`src/rtl/dac_update_scheduler.sv`:
```
// Sample-rate scheduler for a two-channel SPI DAC. It sends one A (and optionally B) frame per
// sample tick, then strobes LDAC so that both outputs change together.
module dac_update_scheduler #(
  parameter int unsigned TICK_DIV = 3125,
  parameter int unsigned LDAC_LEN = 2
) (
  input  logic        clk,
  input  logic        reset,
  input  logic        dual_en,
  input  logic [11:0] a_data,
  input  logic        a_valid,
  output logic        a_ready,
  input  logic [11:0] b_data,
  input  logic        b_valid,
  output logic        b_ready,
  output logic [15:0] frame_data,
  output logic        frame_valid,
  input  logic        frame_ready,
  input  logic        ser_done,
  output logic        ldac_n,
  output logic        sample_tick,
  output logic        busy,
  output logic        overrun
);

  localparam logic [11:0] TickLast = 12'(TICK_DIV - 1);
  localparam logic [2:0]  LdacLast = 3'(LDAC_LEN);
  localparam logic [11:0] MidScale = 12'h800;
  // Control bits between channel select and sample: BUF=0, GA_n=1, SHDN_n=1.
  localparam logic [2:0]  FrameCtl = 3'b011;

  typedef enum logic [2:0] {
    StIdle,
    StLoadA,
    StWaitA,
    StDoneA,
    StLoadB,
    StWaitB,
    StDoneB,
    StLdac
  } state_e;

  state_e      state_q, state_d;
  logic [11:0] tick_cnt_q, tick_cnt_d;
  logic        sample_tick_q, sample_tick_d;
  logic [11:0] hold_a_q, hold_a_d;
  logic [11:0] hold_b_q, hold_b_d;
  logic        pend_a_q, pend_a_d;
  logic        pend_b_q, pend_b_d;
  logic [15:0] frame_data_q, frame_data_d;
  logic        frame_valid_q, frame_valid_d;
  logic        ldac_n_q, ldac_n_d;
  logic [2:0]  ldac_cnt_q, ldac_cnt_d;
  logic        overrun_q, overrun_d;
  logic        a_accept, b_accept;

  // Free-running sample period counter; the tick register lines up with count == TICK_DIV-1.
  always_comb begin
    tick_cnt_d    = (tick_cnt_q == TickLast) ? 12'd0 : tick_cnt_q + 12'd1;
    sample_tick_d = (tick_cnt_d == TickLast);
  end

  // Holding registers: an accept in a LOAD cycle keeps the new sample pending for next period.
  always_comb begin
    a_accept = a_valid && !pend_a_q;
    b_accept = b_valid && !pend_b_q;
    hold_a_d = a_accept ? a_data : hold_a_q;
    hold_b_d = b_accept ? b_data : hold_b_q;
    pend_a_d = a_accept || (pend_a_q && (state_q != StLoadA));
    pend_b_d = b_accept || (pend_b_q && (state_q != StLoadB));
  end

  // State register
  always_ff @(posedge clk or negedge reset) begin
    if (!reset) begin
      state_q <= StIdle;
    end else begin
      state_q <= state_d;
    end
  end

  // Next-state logic
  always_comb begin
    state_d = state_q;
    unique case (state_q)
      StIdle:  if (sample_tick_q) state_d = StLoadA;
      StLoadA: state_d = StWaitA;
      StWaitA: if (frame_ready) state_d = StDoneA;
      StDoneA: if (ser_done) state_d = dual_en ? StLoadB : StLdac;
      StLoadB: state_d = StWaitB;
      StWaitB: if (frame_ready) state_d = StDoneB;
      StDoneB: if (ser_done) state_d = StLdac;
      StLdac:  if (ldac_cnt_q == LdacLast) state_d = StIdle;
      default: state_d = StIdle;
    endcase
  end

  // Output logic
  always_comb begin
    busy          = (state_q != StIdle);
    a_ready       = !pend_a_q;
    b_ready       = !pend_b_q;
    frame_data_d  = frame_data_q;
    frame_valid_d = frame_valid_q;
    unique case (state_q)
      StLoadA: begin
        frame_data_d  = {1'b0, FrameCtl, hold_a_q};
        frame_valid_d = 1'b1;
      end
      StLoadB: begin
        frame_data_d  = {1'b1, FrameCtl, hold_b_q};
        frame_valid_d = 1'b1;
      end
      StWaitA, StWaitB: if (frame_ready) frame_valid_d = 1'b0;
      default: ;
    endcase
    // The LDAC state lasts LDAC_LEN+1 cycles; the registered strobe lags it by one cycle.
    ldac_cnt_d = (state_q == StLdac) ? ldac_cnt_q + 3'd1 : 3'd0;
    ldac_n_d   = !((state_q == StLdac) && (ldac_cnt_q < LdacLast));
    overrun_d  = overrun_q || (sample_tick_q && (state_q != StIdle));
  end

  always_ff @(posedge clk or negedge reset) begin
    if (!reset) begin
      tick_cnt_q    <= 12'd0;
      sample_tick_q <= 1'b0;
      hold_a_q      <= MidScale;
      hold_b_q      <= MidScale;
      pend_a_q      <= 1'b0;
      pend_b_q      <= 1'b0;
      frame_data_q  <= 16'h0000;
      frame_valid_q <= 1'b0;
      ldac_n_q      <= 1'b1;
      ldac_cnt_q    <= 3'd0;
      overrun_q     <= 1'b0;
    end else begin
      tick_cnt_q    <= tick_cnt_d;
      sample_tick_q <= sample_tick_d;
      hold_a_q      <= hold_a_d;
      hold_b_q      <= hold_b_d;
      pend_a_q      <= pend_a_d;
      pend_b_q      <= pend_b_d;
      frame_data_q  <= frame_data_d;
      frame_valid_q <= frame_valid_d;
      ldac_n_q      <= ldac_n_d;
      ldac_cnt_q    <= ldac_cnt_d;
      overrun_q     <= overrun_d;
    end
  end

  assign frame_data  = frame_data_q;
  assign frame_valid = frame_valid_q;
  assign ldac_n      = ldac_n_q;
  assign sample_tick = sample_tick_q;
  assign overrun     = overrun_q;

endmodule

```
`config.mk`:
```
export PLATFORM = sky130hd
export DESIGN_NAME = dac_update_scheduler
export DESIGN_NICKNAME = d
export VERILOG_FILES = /design/src/rtl/dac_update_scheduler.sv
export SDC_FILE = /design/constraint.sdc
export NUM_CORES = 1
export LEC_CHECK = 0
export ABC_AREA = 1
export CAP_MARGIN = 15
export CORE_ASPECT_RATIO = 0.6
export CORE_UTILIZATION = 50
export CTS_BUF_LIST = sky130_fd_sc_hd__clkbuf_2 sky130_fd_sc_hd__clkbuf_4 sky130_fd_sc_hd__clkbuf_8
export DETAILED_ROUTE_END_ITERATION = 6
export GPL_TIMING_DRIVEN = 0
export PLACE_DENSITY_LB_ADDON = 0.3
export SETUP_SLACK_MARGIN = 0.15
export SLEW_MARGIN = 20
export SYNTH_ARGS = -nofsm -noshare
export SYNTH_HDL_FRONTEND = slang
export SYNTH_SLANG_ARGS = --single-unit
```
`constraint.sdc`:
```
create_clock -name clk -period 4.26 [get_ports clk]
set_clock_uncertainty 0.1 [all_clocks]
set_input_delay 0.639 -clock clk [delete_from_list [all_inputs] [get_ports clk]]
set_output_delay 0.639 -clock clk [all_outputs]
set_load 0.02 [all_outputs]
```
==> out/results.txt <==
Synth area leader - dfrtp_1
largest fanout on the critical path - 5
crit-path leading delay family - buffers and inverters
GP Congestion - 0.887
crit start category - flop
outcome - finished, violations left
# hold bufs at CTS - 0
top_reg_cell synth - dfrtp_1
Antenna Nets Post-Route - 0
#FFs+latches synth - 62
core area - 5600 um^2
synthesized area per cell - 8.78 um^2
CTS Buffer Depth - 2
Pwr Total - 2320 uW
met2 Track Usage GR - 0.357
IO Pins - 54
ant diodes - 0
post-DR vias/cell - 5.02
layout cells sized above 1 - 0.150
R2R cell count - 8
drc violations - 2
Setup violations, final - 0
M3 GR Usage - 0.0806
initial detailed-routing violation count - 101
P&R area growth vs syn - 29.4%
Site Rows - 21
Remaining Overflow, GRT - 0
Hold Path Class - primary input to asynchronous set/reset pin
Synthesized Nets - 367
worst path cell trace - nor2_1 > inv_1 > nor2_1 > inv_1 > clkdlybuf4s50_1
Worst path depth - 5
largest net degree at the start of global routing - 53
Synth top area share - 0.506
WS Path Type - flop to output pin
buffers and inverters on the worst path - 3
fin cells - 481
number of synthesized flops with an enable pin - 0
total CTS buffers - 9
first-pass GRT wire length - 10.3 mm
layer with the highest usage - met2
failing checks - design-rule violations
Die Area - 6150 um^2
Critical Path RT - 3.52 ns
Synth area leaders - dfrtp_1, nand2_1, inv_1, nor2_1, mux2_2
Syn Std Cell Area - 2920 um^2
Synth warnings - 0
total clock sinks - 62
RSZ-0062 raised after global routing - false
Post-CTS Setup Inserts - 0
count leader, synth - nand2_1
Peak VDD IR - 0.339 mV
DIE WIDTH - 101 um
total wire length - 6.35 mm
Power per Cell Area - 615 nW/um^2
H-tree depth - 3
FMAX - 396 MHz
sequential-to-total area share from yosys stat - 0.533
post-place instance area - 3560 um^2
initial antenna violation count - 0
Tmin final - 2.53 ns
vias in the first global route - 2298
Lkg Pwr - 0.00183 uW
asr flop ratio synth - 1.00
CTS tree - done
Starting Density - 0.521
Tot GR Track Use - 0.226
Cells after Synth - 332
TritonRoute pass-1 iters - 6
Clk Latency, worst-skew pair - 0.34 ns
maxcap violations - 0
Max stage delay cell, worst path - clkdlybuf4s50_1
routing usage on met1 - 0.304
CP max stage delay - 0.53 ns
via count - 2416
final setup TNS - 0 ns
placed insts - 465
cell area after layout - 3770 um^2
post-synthesis cell type count - 33
die height - 61.1 um
CP Data Arrival Time - 1.79 ns
CTS root buf - clkbuf_8
Final Hold Vio Count - 0
clk slew on worst S/H paths - 0.07 ns
most frequent cells after synthesis - nand2_1, dfrtp_1, inv_1, nor2_1
fin crit share - 0.593
CP Capture Type - output pin
fin. max-slew vios - 0
final net count - 431
post-layout util - 0.674
I/O Buffers - 52
drt wl/cell - 13.2 um
DPL Wire Length - 4.61 mm
post-CTS sizing - 0
[cells by family (layout without fill, tap and decap cells)]
family          count (synthesis)  after routing  share of synthesized area
other cells                     1              1                    0.00129
simple gates                  150            150                      0.225
mux                            13             13                     0.0498
compound gates                 41             41                     0.0828
fa+ha+maj                       4              4                     0.0172
buf+inv                        59            128                     0.0841
flops                          62             62                      0.533
xor+xnor                        2              2                    0.00601
[registers in the layout, summed over array words and instances (netlist names)]
| signal | cells |
|---|---|
| frame_data | 14 |
| pend_b_q | 1 |
| hold_b_q | 12 |
| overrun | 1 |
| ldac_n | 1 |
| tick_cnt_q | 12 |
| state_q | 3 |
| frame_valid | 1 |
| sample_tick | 1 |
| ldac_cnt_q | 3 |
| hold_a_q | 12 |
| pend_a_q | 1 |
[worst paths after layout]
kind | start | end | slack [ns]
max | state_q[0]$_DFFE_PN0P_ | busy | 1.73
max reg2reg | tick_cnt_q[0]$_DFF_PN0_ | sample_tick$_DFF_PN0_ | 2.48
min reg2reg | ldac_cnt_q[0]$_DFF_PN0_ | ldac_cnt_q[0]$_DFF_PN0_ | 0.36
max in group asynchronous | reset | hold_a_q[11]$_DFFE_PN1P_ | 3.49
min in group clk | ldac_cnt_q[0]$_DFF_PN0_ | ldac_cnt_q[0]$_DFF_PN0_ | 0.36
min | reset | ldac_cnt_q[0]$_DFF_PN0_ | 0.03
[where the power goes]
| part | switching [uW] | internal [uW] |
|---|---|---|
| clock | 231 | 311 |
| sequential | 113 | 812 |
| combinational | 478 | 375 |
| total | 822 | 1500 |
[stage by stage]
stage | hold WS (ns) | worst slack, ns
floorplan | 0.243 | 2.68
global placement | 0.348 | 0.425
detailed placement | 0.355 | 2.11
CTS | 0.0208 | 1.72
global route | 0.0248 | 1.65
finish | 0.0317 | 1.73
[per-layer routing]
metal	share of wire	up-vias
li1	-	1173
met1	0.49	1162
met2	0.44	75
met3	0.054	6
met4	0.0094	0
met5	0	-
[cell type report]
type	instances	area (um^2)
clock inverter	4	53.8
inverter	49	184
clock buffer	12	159
fill	463	1820
timing repair buffer	53	546
tap	80	100
multi-input combinational	211	1110
sequential	62	1560
buffer	10	61.3
[cell usage in the layout, fill, tap and decap left out, drive strengths merged]
| master | count |
|---|---|
| a21boi | 1 |
| a21oi | 13 |
| buf | 9 |
| bufinv | 1 |
| clkbuf | 15 |
| clkdlybuf4s50 | 51 |
| clkinvlp | 2 |
| conb | 1 |
| dfrtp | 59 |
| dfstp | 3 |
| ha | 4 |
| inv | 50 |
| mux2 | 12 |
| mux2i | 1 |
| nand2 | 76 |
| nand3 | 19 |
| nand4 | 4 |
| nor2 | 45 |
| nor3 | 4 |
| o21ai | 18 |
| o21bai | 3 |
| o311ai | 6 |
| or2 | 2 |
| xnor2 | 1 |
| xor2 | 1 |
Note: power is estimated with default switching activity, not from simulation.
